[src/rtl/ex_mem_stage.sv]
// ----------------------------------------------------------------------------
// ExMemStage : EX/MEM pipeline register with a two-entry skid buffer
//
// Purpose
//    Holds up to two execute-stage results between the ALU and the memory
//    stage. The main entry (M) drives the out_* ports; the skid entry (S)
//    absorbs one extra result so that in_ready can come straight from a flop.
//    The branch decision is resolved when an entry is accepted and travels
//    with it. Two free-running counters track retired entries and retired
//    taken branches.
//
// Ports
//    clk, rst_n        clock, synchronous active-low reset
//    in_valid/in_ready upstream handshake (in_ready is a flop output)
//    alu_res, alu_*    ALU result and flags (carry = bit 32 of A+B / A-B)
//    store_data, rd, reg_write, is_load, is_store, is_branch, funct3,
//    br_target_in      instruction side-band captured with the entry
//    flush             drop every held entry and any same-cycle accept
//    out_valid/out_ready downstream handshake
//    out_*             main-entry fields, forced to 0 while out_valid=0
//    br_taken, br_target branch outcome of the main entry
//    retired_cnt, taken_cnt  wrapping transfer counters
// ----------------------------------------------------------------------------
module ex_mem_stage (
   input  logic        clk,
   input  logic        rst_n,
   input  logic        in_valid,
   output logic        in_ready,
   input  logic [31:0] alu_res,
   input  logic        alu_neg,
   input  logic        alu_carry,
   input  logic        alu_overflow,
   input  logic        alu_zero,
   input  logic [31:0] store_data,
   input  logic [4:0]  rd,
   input  logic        reg_write,
   input  logic        is_load,
   input  logic        is_store,
   input  logic        is_branch,
   input  logic [2:0]  funct3,
   input  logic [31:0] br_target_in,
   input  logic        flush,
   output logic        out_valid,
   input  logic        out_ready,
   output logic [31:0] out_res,
   output logic [31:0] out_store_data,
   output logic [4:0]  out_rd,
   output logic        out_reg_write,
   output logic        out_is_load,
   output logic        out_is_store,
   output logic        out_illegal,
   output logic        br_taken,
   output logic [31:0] br_target,
   output logic [31:0] retired_cnt,
   output logic [31:0] taken_cnt
);

   typedef enum logic [1:0] {
      EMPTY = 2'd0,
      ONE   = 2'd1,
      FULL  = 2'd2
   } state_t;

   typedef struct packed {
      logic [31:0] res;
      logic [31:0] storeData;
      logic [4:0]  rd;
      logic        regWrite;
      logic        isLoad;
      logic        isStore;
      logic        taken;
      logic        illegal;
      logic [31:0] target;
   } entry_t;

   state_t      r_state;
   state_t      w_nextState;
   logic        r_inReady;
   entry_t      r_main;
   entry_t      r_skid;
   entry_t      w_inEntry;
   logic [31:0] r_retiredCnt;
   logic [31:0] r_takenCnt;

   logic        w_mainValid;
   logic        w_accept;
   logic        w_transfer;
   logic        w_brTaken;
   logic        w_loadMain;
   logic        w_loadSkid;
   logic        w_moveSkid;
   logic        w_taken;
   logic        w_illegal;

   // M is valid in ONE and FULL; a flush turns any accept into a no-op so the
   // incoming entry is simply never written anywhere.
   assign w_mainValid = (r_state != EMPTY);
   assign w_accept    = in_valid & r_inReady & ~flush;
   assign w_transfer  = w_mainValid & out_ready;
   assign w_brTaken   = w_mainValid & r_main.taken;

   // Branch resolution from the ALU flags of the incoming instruction.
   // funct3 010/011 are not branch encodings, so they are marked illegal and
   // never taken; non-branches ignore funct3 entirely.
   always_comb begin
      w_taken   = 1'b0;
      w_illegal = 1'b0;
      if (is_branch) begin
         case (funct3)
            3'b000:  w_taken = alu_zero;
            3'b001:  w_taken = ~alu_zero;
            3'b100:  w_taken = alu_neg ^ alu_overflow;
            3'b101:  w_taken = ~(alu_neg ^ alu_overflow);
            3'b110:  w_taken = alu_carry;
            3'b111:  w_taken = ~alu_carry;
            default: w_illegal = 1'b1;
         endcase
      end
   end

   // Bundle the incoming instruction into the entry format stored in M/S.
   always_comb begin
      w_inEntry           = '0;
      w_inEntry.res       = alu_res;
      w_inEntry.storeData = store_data;
      w_inEntry.rd        = rd;
      w_inEntry.regWrite  = reg_write;
      w_inEntry.isLoad    = is_load;
      w_inEntry.isStore   = is_store;
      w_inEntry.taken     = w_taken;
      w_inEntry.illegal   = w_illegal;
      w_inEntry.target    = br_target_in;
   end

   // Next-state and datapath steering. Accept is impossible in FULL because
   // in_ready is low there, so FULL only ever looks at the transfer.
   always_comb begin
      w_nextState = r_state;
      w_loadMain  = 1'b0;
      w_loadSkid  = 1'b0;
      w_moveSkid  = 1'b0;
      if (flush) begin
         w_nextState = EMPTY;
      end else begin
         case (r_state)
            EMPTY: begin
               if (w_accept) begin
                  w_nextState = ONE;
                  w_loadMain  = 1'b1;
               end
            end
            ONE: begin
               if (w_accept && !w_transfer) begin
                  w_nextState = FULL;
                  w_loadSkid  = 1'b1;
               end else if (w_accept && w_transfer) begin
                  w_nextState = ONE;
                  w_loadMain  = 1'b1;
               end else if (w_transfer) begin
                  w_nextState = EMPTY;
               end
            end
            FULL: begin
               if (w_transfer) begin
                  w_nextState = ONE;
                  w_moveSkid  = 1'b1;
               end
            end
            default: w_nextState = EMPTY;
         endcase
      end
   end

   // Control state, the registered in_ready and the counters. in_ready is the
   // next-cycle "skid empty" flag, so it drops only when heading into FULL.
   // Transfers in a flush cycle still retire and are counted.
   always_ff @(posedge clk) begin
      if (!rst_n) begin
         r_state      <= EMPTY;
         r_inReady    <= 1'b1;
         r_retiredCnt <= '0;
         r_takenCnt   <= '0;
      end else begin
         r_state   <= w_nextState;
         r_inReady <= (w_nextState != FULL);
         if (w_transfer) begin
            r_retiredCnt <= r_retiredCnt + 32'd1;
            if (w_brTaken) begin
               r_takenCnt <= r_takenCnt + 32'd1;
            end
         end
      end
   end

   // Entry payloads need no reset: every observer is gated by the valid state.
   always_ff @(posedge clk) begin
      if (w_loadMain) begin
         r_main <= w_inEntry;
      end else if (w_moveSkid) begin
         r_main <= r_skid;
      end
      if (w_loadSkid) begin
         r_skid <= w_inEntry;
      end
   end

   // Output data is zeroed when no entry is presented so downstream never
   // sees stale payloads.
   assign in_ready       = r_inReady;
   assign out_valid      = w_mainValid;
   assign out_res        = w_mainValid ? r_main.res       : 32'd0;
   assign out_store_data = w_mainValid ? r_main.storeData : 32'd0;
   assign out_rd         = w_mainValid ? r_main.rd        : 5'd0;
   assign out_reg_write  = w_mainValid & r_main.regWrite;
   assign out_is_load    = w_mainValid & r_main.isLoad;
   assign out_is_store   = w_mainValid & r_main.isStore;
   assign out_illegal    = w_mainValid & r_main.illegal;
   assign br_taken       = w_brTaken;
   assign br_target      = w_mainValid ? r_main.target    : 32'd0;
   assign retired_cnt    = r_retiredCnt;
   assign taken_cnt      = r_takenCnt;

endmodule

[config.mk]
export PLATFORM = sky130hd
export DESIGN_NAME = ex_mem_stage
export DESIGN_NICKNAME = d
export VERILOG_FILES = /design/src/rtl/ex_mem_stage.sv
export SDC_FILE = /design/constraint.sdc
export NUM_CORES = 1
export LEC_CHECK = 0
export BUFFER_PORTS_ARGS = -buffer_cell sky130_fd_sc_hd__buf_4
export CELL_PAD_IN_SITES_DETAIL_PLACEMENT = 0
export CELL_PAD_IN_SITES_GLOBAL_PLACEMENT = 1
export CORE_MARGIN = 2
export CORE_UTILIZATION = 43
export DETAILED_ROUTE_END_ITERATION = 7
export GPL_TIMING_DRIVEN = 0
export PLACE_DENSITY_LB_ADDON = 0.1
export SYNTH_ARGS = -nofsm -noshare
export SYNTH_HDL_FRONTEND = slang
export SYNTH_SLANG_ARGS = --single-unit
[constraint.sdc]
create_clock -name clk -period 17.25 [get_ports clk]
set_input_delay 3.45 -clock clk [delete_from_list [all_inputs] [get_ports clk]]
set_output_delay 3.45 -clock clk [all_outputs]
set_load 0.02 [all_outputs]
==> results of run 1 <==
-- per-layer routing --
metal / vias up / routed length, um
met5: - / 0
met4: 0 / 595
met3: 36 / 2250
met2: 216 / 12600
met1: 3577 / 11100
li1: 3617 / -
-- final cells by class --
class,instances,area [sq um],area share [%]
buffer,37,150,0.990
clock buffer,39,806,5.31
clock inverter,13,134,0.882
inverter,5,18.8,0.124
multi-input combinational,491,3550,23.4
sequential,279,7710,50.8
tap,335,419,2.76
timing repair buffer,309,2390,15.7
-- state kept, by name, indices dropped and copies added (netlist names) --
| signal | cells |
|---|---|
| taken_cnt | 32 |
| retired_cnt | 32 |
| r_skid | 106 |
| r_main | 106 |
| r_state | 2 |
| in_ready | 1 |
-- logic make-up after synthesis --
logic type / Yosys count / share of synthesized area (%)
simple gates: 298 / 14.4
mux: 106 / 10.5
fa+ha+maj: 2 / 0.219
buf+inv: 42 / 1.48
xor+xnor: 58 / 4.45
compound gates: 27 / 1.43
flops: 279 / 67.6
-- cell usage after synthesis (5+ instances only) --
library cell | number | area share [%]
edfxtp_1 | 212 | 56
and2_1 | 112 | 6.1
mux2_2 | 106 | 10
dfxtp_1 | 67 | 12
nor2_1 | 60 | 2.0
xor2_1 | 33 | 2.5
nand2_1 | 31 | 1.0
clkbuf_1 | 29 | 0.95
nand3_1 | 28 | 1.2
xnor2_1 | 25 | 1.9
nand4_1 | 17 | 0.93
a21oi_1 | 12 | 0.53
nor3_1 | 11 | 0.48
and3_1 | 8 | 0.44
buf_2 | 6 | 0.26
o21ai_0 | 6 | 0.26
or3_1 | 5 | 0.27
or4_1 | 5 | 0.33
-- metrics by stage --
stage | power (mW) | TNS (ns) | util, % | cell area [sq um] | hold WS [ns]
after floorplan | 0.805 | 0 | - | 11400 | 0.523
after global placement | 0.856 | -391.78 | 53.7 | 14000 | 0.468
after detailed placement | 0.856 | 0 | 54.6 | 14200 | 0.477
after CTS | 1.48 | 0 | 58.2 | 15200 | 0.487
after global routing | 1.51 | 0 | 58.2 | 15200 | 0.518
final | 1.46 | 0 | 58.2 | 15200 | 0.490
-- worst max path at each step --
| stage | startpoint | endpoint | slack [ns] | cells after the start |
|---|---|---|---|---|
| 4_1_cts | r_state[1] | br_target[9] | 11.08 | 7 |
| 2_1_floorplan | flush | r_skid[0] | 2.74 | 1 |
| 6_report | r_state[0] | out_rd[1] | 11.19 | 6 |
| 5_1_grt | r_state[0] | out_rd[1] | 10.94 | 6 |
| 3_5_place_dp | out_ready | r_main[95] | 11.08 | 8 |
| 3_3_place_gp | out_ready | r_skid[94] | -3.70 | 3 |
-- power groups by stage --
stage	sequential [mW]	clock (mW)	combinational [mW]
6_report	0.740	0.620	0.100
5_1_grt	0.741	0.661	0.109
4_1_cts	0.740	0.636	0.103
3_5_place_dp	0.754	0	0.102
3_3_place_gp	0.759	0	0.0970
2_1_floorplan	0.757	0	0.0477
-- tightest hold or removal path, stage by stage, from the launching register on --
cell,delay (ns)
dfxtp_1,0.32
o31ai_1,0.06
a21oi_1,0.06
==> flow_summary.ini, run 1 <==
[clock_tree]
htree_levels = 1
postCtsSetupRepairBufs = 0
path_clk_slew_ns = 0.06
cts-hold-fix-buffers = 0
cts-resized-gates = 0
cts_max_path_buffers = 3
clock-sinks = 279
cts_tree = built
numCtsBuffers = 30
clk_latency_ns = 0.54
ctsRootBufferMaster = clkbuf_16

[hold_path]
holdPathStages = 2
min_path_type = reg2reg
worstHoldStart = taken_cnt[31]
holdPathEnd = taken_cnt[31]

[worst_setup_path]
path_buf_inv = 4
rrSetupSlack_ns = 14.30
worstPathCellList = or2_2 -> clkbuf_1 -> clkbuf_1 -> clkbuf_1 -> and2_1 -> buf_4
crit_type = reg2out
r2r-start = r_state[0]
crit_family = buffers and inverters
critical-path-max-stage-delay_ns = 0.47
cp_max_fo = 10
crit_path_start_kind = flop
end_kind = output port
crit_slowest_cell = dfxtp_1
reg2reg_depth = 7
cp.arrival_ns = 2.61
path_common_cell = clkbuf_1
worstPathRequired_ns = 13.80
r2r-end = r_main[79]

[global_route]
grt_use_met3_pct = 6.18
busiest_layer = met2
use_met2_pct = 30.2
antenna_found_initial = 0
grt_use_met1_pct = 23.9
grt_max_degree = 26
grt-ovfl-total = 0
grt_pass1_vias = 7386
grt_usage_pct = 18.6
grt_pass1_wl_um = 41100

[yosys]
syn_area_sq_mm = 0.0114
async_reset_ff_share_pct = 0
synth_cell_types = 40
synth-edff-count = 212
ys.flop_type = edfxtp_1
postSynthCellCount = 812
synth_fp_nets = 931
ys_seq_area_share_pct = 67.6
yosys_register_bits = 279
synth-warning-count = 0
synth.avg_cell_area_sq_um = 14.0

[sta]
hold_viol = 0
slew_violations = 0
fin_crit_ns = 6.06
fmax_mhz = 165
slew_headroom_pct = 32.7
rsz0062_at_grt = no
setup_slack_ns = 11.19
fin_skew_ns = 0.00820
worst-slew-pin-transition_ns = 1.00
setup_viol = 0
finalCritPeriodShare_pct = 35.2

[floorplanning]
core_area_sq_mm = 0.0261
die_width_um = 167
dieArea_sq_mm = 0.0278
rows = 59
pin_count = 289
die_h_um = 167
initial_core_util_pct = 43.8

[job]
maxCapViolCount = 0

[finish]
layout_common_cells = buf_4 (303), edfxtp_1 (212), and2_1 (112)
final_common_cell = buf_4
areaGrowthSynthToFinish_pct = 33.0
num-fill-cells = 2220
layout-drive-gt1-share_pct = 40.3
n_antenna_cell = 0
layout.cells.non_filler = 1508
final_nets = 1272

[pwr]
powerDensity_mw_per_mm2 = 96.3
p_comb_share_pct = 6.9
internal_power_mw = 1.16
switchingPower_uw = 304
p_leak_nw = 5.87
clkPwrFrac_pct = 42.5
swShare_pct = 20.8
vdd_ir_drop_max_v = 0.0000969
seq_power_share_pct = 50.6

[placement]
port_buffers = 288
place_ws_ns = 11.08
dpl.hpwl_um = 19200
gp_congestion = 0.786
dp.cells = 1456

[run_status]
status = finished, final reports clean

[detailed_routing]
ant_nets = 0
drt_iter0_drc = 363
via_count = 7446
drtPass1Iterations = 4
drt_wl_total_um = 26600
viasPerCell = 4.94
wire_per_inst_um = 17.6
drc = 0
Note: power is estimated with default switching activity, not from simulation.
==> inputs of run 2 (changes only) <==
--- a/config.mk
+++ b/config.mk
@@ -5,11 +5,12 @@
 export SDC_FILE = /design/constraint.sdc
 export NUM_CORES = 1
 export LEC_CHECK = 0
+export ABC_AREA = 1
 export BUFFER_PORTS_ARGS = -buffer_cell sky130_fd_sc_hd__buf_4
 export CELL_PAD_IN_SITES_DETAIL_PLACEMENT = 0
 export CELL_PAD_IN_SITES_GLOBAL_PLACEMENT = 1
 export CORE_MARGIN = 2
-export CORE_UTILIZATION = 43
+export CORE_UTILIZATION = 40
 export DETAILED_ROUTE_END_ITERATION = 7
 export GPL_TIMING_DRIVEN = 0
 export PLACE_DENSITY_LB_ADDON = 0.1
==> constraint.sdc (replaced) <==
create_clock -name clk -period 6.2 [get_ports clk]
set_input_delay 1.24 -clock clk [delete_from_list [all_inputs] [get_ports clk]]
set_output_delay 1.24 -clock clk [all_outputs]
set_load 0.02 [all_outputs]
==> run 2 against run 1 <==
  * Design area increased by 6.5%
  * Sequential cell count unchanged
  * Worst setup slack got worse by 8.6 ns
  * Sequential power increased to 2.8 times the previous value
  * Global-route usage increased by 1.5 points
  * Die area increased by 15%
  * Utilization decreased by 5.1 points
  * First-iteration DRC count increased by 58%
  * Register-to-register slack got worse by 11 ns
  * Largest power group unchanged
  * Critical path type unchanged
==> flow_summary.ini, run 2 <==
[pwr]
vdd_ir_drop_max_v = 0.000241
p_leak_nw = 7.30
powerDensity_mw_per_mm2 = 259

[clock_tree]
htree_levels = 1
cts_tree = built
numCtsBuffers = 31
cts-resized-gates = 0
ctsRootBufferMaster = clkbuf_16
clk_latency_ns = 0.58
clock-sinks = 279
cts-hold-fix-buffers = 0
cts_max_path_buffers = 3
postCtsSetupRepairBufs = 0
path_clk_slew_ns = 0.06

[detailed_routing]
drtPass1Iterations = 5
via_count = 9795
drt_iter0_drc = 574
drt_wl_total_um = 32400
ant_nets = 0
viasPerCell = 4.56
wire_per_inst_um = 15.1
drc = 0

[yosys]
syn_area_sq_mm = 0.0123
ys.flop_type = edfxtp_1
yosys_register_bits = 279
async_reset_ff_share_pct = 0
synth-warning-count = 0
yosysMostFrequentCell = nand2_1
synth.top_cell.area_share_pct = 51.8
synthTopCellsByArea = edfxtp_1 (52%), nand2_1 (15%), dfxtp_1 (11%)
synth.avg_cell_area_sq_um = 8.79
ys_seq_area_share_pct = 62.8
synth_cell_types = 34
postSynthCellCount = 1397
yosys-top-cells-count = nand2_1 (480), nor2_1 (242), edfxtp_1 (212)
yosysTopAreaCell = edfxtp_1
synth-edff-count = 212
synth_fp_nets = 1516

[worst_setup_path]
cp_max_fo = 10
rrSetupSlack_ns = 3.52
reg2reg_depth = 11
crit_type = reg2out
cp.arrival_ns = 2.42
end_kind = output port
worstPathRequired_ns = 4.96
crit_path_start_kind = flop

[placement]
post_dp_cell_area_sq_mm = 0.0151
dpl.hpwl_um = 23700
gp_congestion = 0.837
dp.cells = 2089
port_buffers = 288

[floorplanning]
pin_count = 289
core_area_sq_mm = 0.0304
initial_core_util_pct = 40.4
die_width_um = 179
dieArea_sq_mm = 0.0321
rows = 64
die_h_um = 179

[finish]
final_nets = 1845
reg.largest.list = r_main: 106 flops, r_skid: 106 flops
layout_common_cells = nand2_1 (480), buf_4 (290), nor2_1 (241)
areaGrowthSynthToFinish_pct = 31.6
layout.cells.non_filler = 2146
final_cell_area_sq_mm = 0.0162
num-fill-cells = 2902
final_common_cell = nand2_1
layout-drive-gt1-share_pct = 21.4

[global_route]
grt_pass1_wl_um = 49900
grt_use_met3_pct = 6.13
grt_use_met1_pct = 24.4
use_met2_pct = 34.6
grt_pass1_vias = 9428
grt-ovfl-total = 0
grt_usage_pct = 20.1
antenna_found_initial = 1
busiest_layer = met2
grt_max_degree = 33

[sta]
setup_tns_ns = 0
setup_viol = 0
hold_viol = 0
fin_crit_ns = 3.66
fmax_mhz = 274
slew_headroom_pct = 37.0
worst-slew-pin-transition_ns = 0.943
finalCritPeriodShare_pct = 59.0
slew_violations = 0
fin_skew_ns = 0.0196
rsz0062_at_grt = no

[hold_path]
holdPathStages = 2
min_path_type = reg2reg

[job]
maxCapViolCount = 0

[run_status]
status = finished, final reports clean
[run 2: final timing paths]
path              start       endpoint
min          r_skid[97]     r_main[97]
min reg2reg  r_skid[97]     r_main[97]
max reg2reg    in_ready     r_main[58]
max          r_state[0]  br_target[13]
[run 2: kinds of logic (layout without fill, tap and decap cells)]
family	Yosys count	count (layout)	synth area share, %
AND/OR/NAND/NOR	818	818	26.6
flip-flops	279	279	62.8
buffers and inverters	237	589	7.52
AO/OA/AOI/OAI	51	51	2.24
XOR/XNOR	10	10	0.713
adder cells (fa/ha/maj)	2	2	0.204
other	0	1	0
[run 2: stage by stage]
| step | hold slack, ns | power, mW | utilization (%) | worst slack (ns) |
|---|---|---|---|---|
| 2_1_floorplan | 0.494 | 2.22 | - | 1.51 |
| 3_3_place_gp | 0.493 | 2.35 | 49.1 | -0.290 |
| 3_5_place_dp | 0.500 | 2.36 | 49.7 | 2.49 |
| 4_1_cts | 0.513 | 4.25 | 53.1 | 2.44 |
| 5_1_grt | 0.533 | 4.33 | 53.1 | 2.32 |
| 6_report | 0.510 | 4.19 | 53.1 | 2.54 |
[run 2: area by class of cell]
class | count | area (sq um) | area share, %
diodes | 1 | 2.50 | 0.0155
plain buffers | 42 | 191 | 1.18
clock buffers | 40 | 810 | 5.01
clock inverters | 16 | 215 | 1.33
inverters | 195 | 732 | 4.53
multi-input cells | 881 | 3670 | 22.7
flip-flops and latches | 279 | 7710 | 47.7
well taps | 396 | 495 | 3.07
repair buffers | 296 | 2340 | 14.5
[run 2: routing by layer]
metal | up-vias | routed length (um)
li1 | 5063 | -
met1 | 4431 | 13200
met2 | 260 | 15700
met3 | 41 | 2710
met4 | 0 | 786
met5 | - | 0
[run 2: power breakdown]
group          switching [mW]  internal, mW  total, mW
Sequential            0.00882          2.05       2.06
Clock                   0.750          1.13       1.88
Combinational           0.149         0.106      0.256
Total                   0.908          3.28       4.19
[run 2: worst max-delay path, stage by stage, from the launching register on]
cell	delay, ns
dfxtp_1	0.35
nor2_2	0.45
buf_2	0.35
buf_1	0.41
nor2_1	0.12
buf_4	0.18
==> inputs of run 3 (changes only) <==
--- a/config.mk
+++ b/config.mk
@@ -5,12 +5,12 @@
 export SDC_FILE = /design/constraint.sdc
 export NUM_CORES = 1
 export LEC_CHECK = 0
-export ABC_AREA = 1
+export ABC_AREA = 0
 export BUFFER_PORTS_ARGS = -buffer_cell sky130_fd_sc_hd__buf_4
 export CELL_PAD_IN_SITES_DETAIL_PLACEMENT = 0
 export CELL_PAD_IN_SITES_GLOBAL_PLACEMENT = 1
 export CORE_MARGIN = 2
-export CORE_UTILIZATION = 40
+export CORE_UTILIZATION = 39
 export DETAILED_ROUTE_END_ITERATION = 7
 export GPL_TIMING_DRIVEN = 0
 export PLACE_DENSITY_LB_ADDON = 0.1
==> constraint.sdc (replaced) <==
create_clock -name clk -period 3 [get_ports clk]
set_input_delay 0.6 -clock clk [delete_from_list [all_inputs] [get_ports clk]]
set_output_delay 0.6 -clock clk [all_outputs]
set_load 0.02 [all_outputs]
==> run 3 against run 2 <==
  * Utilization down 0.066 points
  * Count of clock-buffer cells in the layout fell by 2
  * Total power grew 98%
==> flow_summary.ini, run 3 (same netlist as run 1, synthesis figures left out) <==
[run_status]
status = finished, final reports clean

[floorplanning]
dieArea_sq_mm = 0.0306
rows = 62
die_h_um = 175
die_width_um = 175
initial_core_util_pct = 39.6
core_area_sq_mm = 0.0288
pin_count = 289

[clock_tree]
cts_tree = built
cts-hold-fix-buffers = 0
clk_latency_ns = 0.56
clock-sinks = 279
ctsRootBufferMaster = clkbuf_16
cts_max_path_buffers = 3
numCtsBuffers = 31
postCtsSetupRepairBufs = 0
path_clk_slew_ns = 0.06
htree_levels = 1

[placement]
place_ws_ns = -0.318
gp_congestion = 0.751
post_dp_cell_area_sq_mm = 0.0143
dp.cells = 1498
port_buffers = 288
dpl.hpwl_um = 19700

[detailed_routing]
via_count = 7414
drtPass1Iterations = 4
drt_wl_total_um = 27100
drc = 0
ant_nets = 0
viasPerCell = 4.77
wire_per_inst_um = 17.4
drt_iter0_drc = 357

[pwr]
p_total_mw = 8.30
powerDensity_mw_per_mm2 = 544
vdd_ir_drop_max_v = 0.000438
p_leak_nw = 5.87

[sta]
fin_crit_ns = 2.74
slew_violations = 0
slew_headroom_pct = 31.4
fin_skew_ns = 0.0204
hold_viol = 0
setup_viol = 0
finalCritPeriodShare_pct = 91.3
worst-slew-pin-transition_ns = 1.02
rsz0062_at_grt = no
setup_tns_ns = 0
hold_ws_ns = 0.226
setup_slack_ns = 0.260
fmax_mhz = 365

[global_route]
grt_pass1_vias = 7430
grt-ovfl-total = 0
antenna_found_initial = 1
grt_usage_pct = 17.3
grt_max_degree = 24
grt_pass1_wl_um = 41800

[worst_setup_path]
end_kind = output port
cp_max_fo = 10
crit_type = reg2out
worstPathRequired_ns = 2.40
cp.arrival_ns = 2.14
crit_path_start_kind = flop

[finish]
final_common_cell = buf_4
final_util_pct = 53.0
reg.largest.list = r_main: 106 flops, r_skid: 106 flops
areaGrowthSynthToFinish_pct = 33.8
layout-drive-gt1-share_pct = 40.8
layout_common_cells = buf_4 (289), edfxtp_1 (212), and2_1 (112)
final_nets = 1265
layout.cells.non_filler = 1555
final_cell_area_sq_mm = 0.0153

[job]
maxCapViolCount = 0

[hold_path]
min_path_type = in2reg
==> run 3: cell types whose count changed in the layout (fill, tap and decap cells not counted), moves of 12 or more <==
cell and delta:
xnor2_1 +21, xor2_1 +27, a21oi_1 -12, and2_1 +110
nand3_1 -26, mux2_2 +106, inv_1 -186, nor2_1 -181
nand2_1 -449
==> run 3: final cells by class <==
class	instances	area, sq um
clock buffer	38	802
fill	2526	13500
inverter	5	18.8
timing repair buffer	302	2410
buffer	36	154
clock inverter	19	118
antenna	1	2.50
tap	384	480
sequential	279	7710
multi-input combinational	491	3570
==> run 3: worst paths after layout <==
path                            cells past startpoint       endpoint           from  slack, ns
worst max-delay path                                5   br_target[7]     r_state[0]       0.26
worst min-delay path                                1     r_skid[89]    alu_res[15]       0.23
worst max register to register                      7     r_main[74]     r_state[0]       0.34
worst min register to register                      2  taken_cnt[31]  taken_cnt[31]       0.48
==> run 3: worst max-delay path, cell delays in order (launching register included) <==
cell,delay (ns)
dfxtp_1,0.52
or2_4,0.29
clkbuf_2,0.24
clkbuf_2,0.24
and2_1,0.17
buf_4,0.14
==> run 3: where the power goes <==
part           switching (mW)  leakage, nW  internal, mW
clock                    1.49        0.455          1.97
combinational           0.296         2.93         0.294
sequential             0.0166         2.49          4.24
==> run 3: metal layers <==
| layer | vias to the layer above | GRT usage, % | wire length [um] |
|---|---|---|---|
| met2 | 196 | 28.9 | 13000 |
| li1 | 3614 | - | - |
| met5 | - | 0 | 0 |
| met4 | 0 | 4.55 | 683 |
| met1 | 3561 | 21.7 | 11300 |
| met3 | 43 | 5.83 | 2180 |
==> run 3: repair_timing <==
action,4_1_cts,5_1_grt
pin swaps,0,0
endpoints found under the setup margin,107,53
endpoints found under the hold margin,0,0
resized for setup,4,5
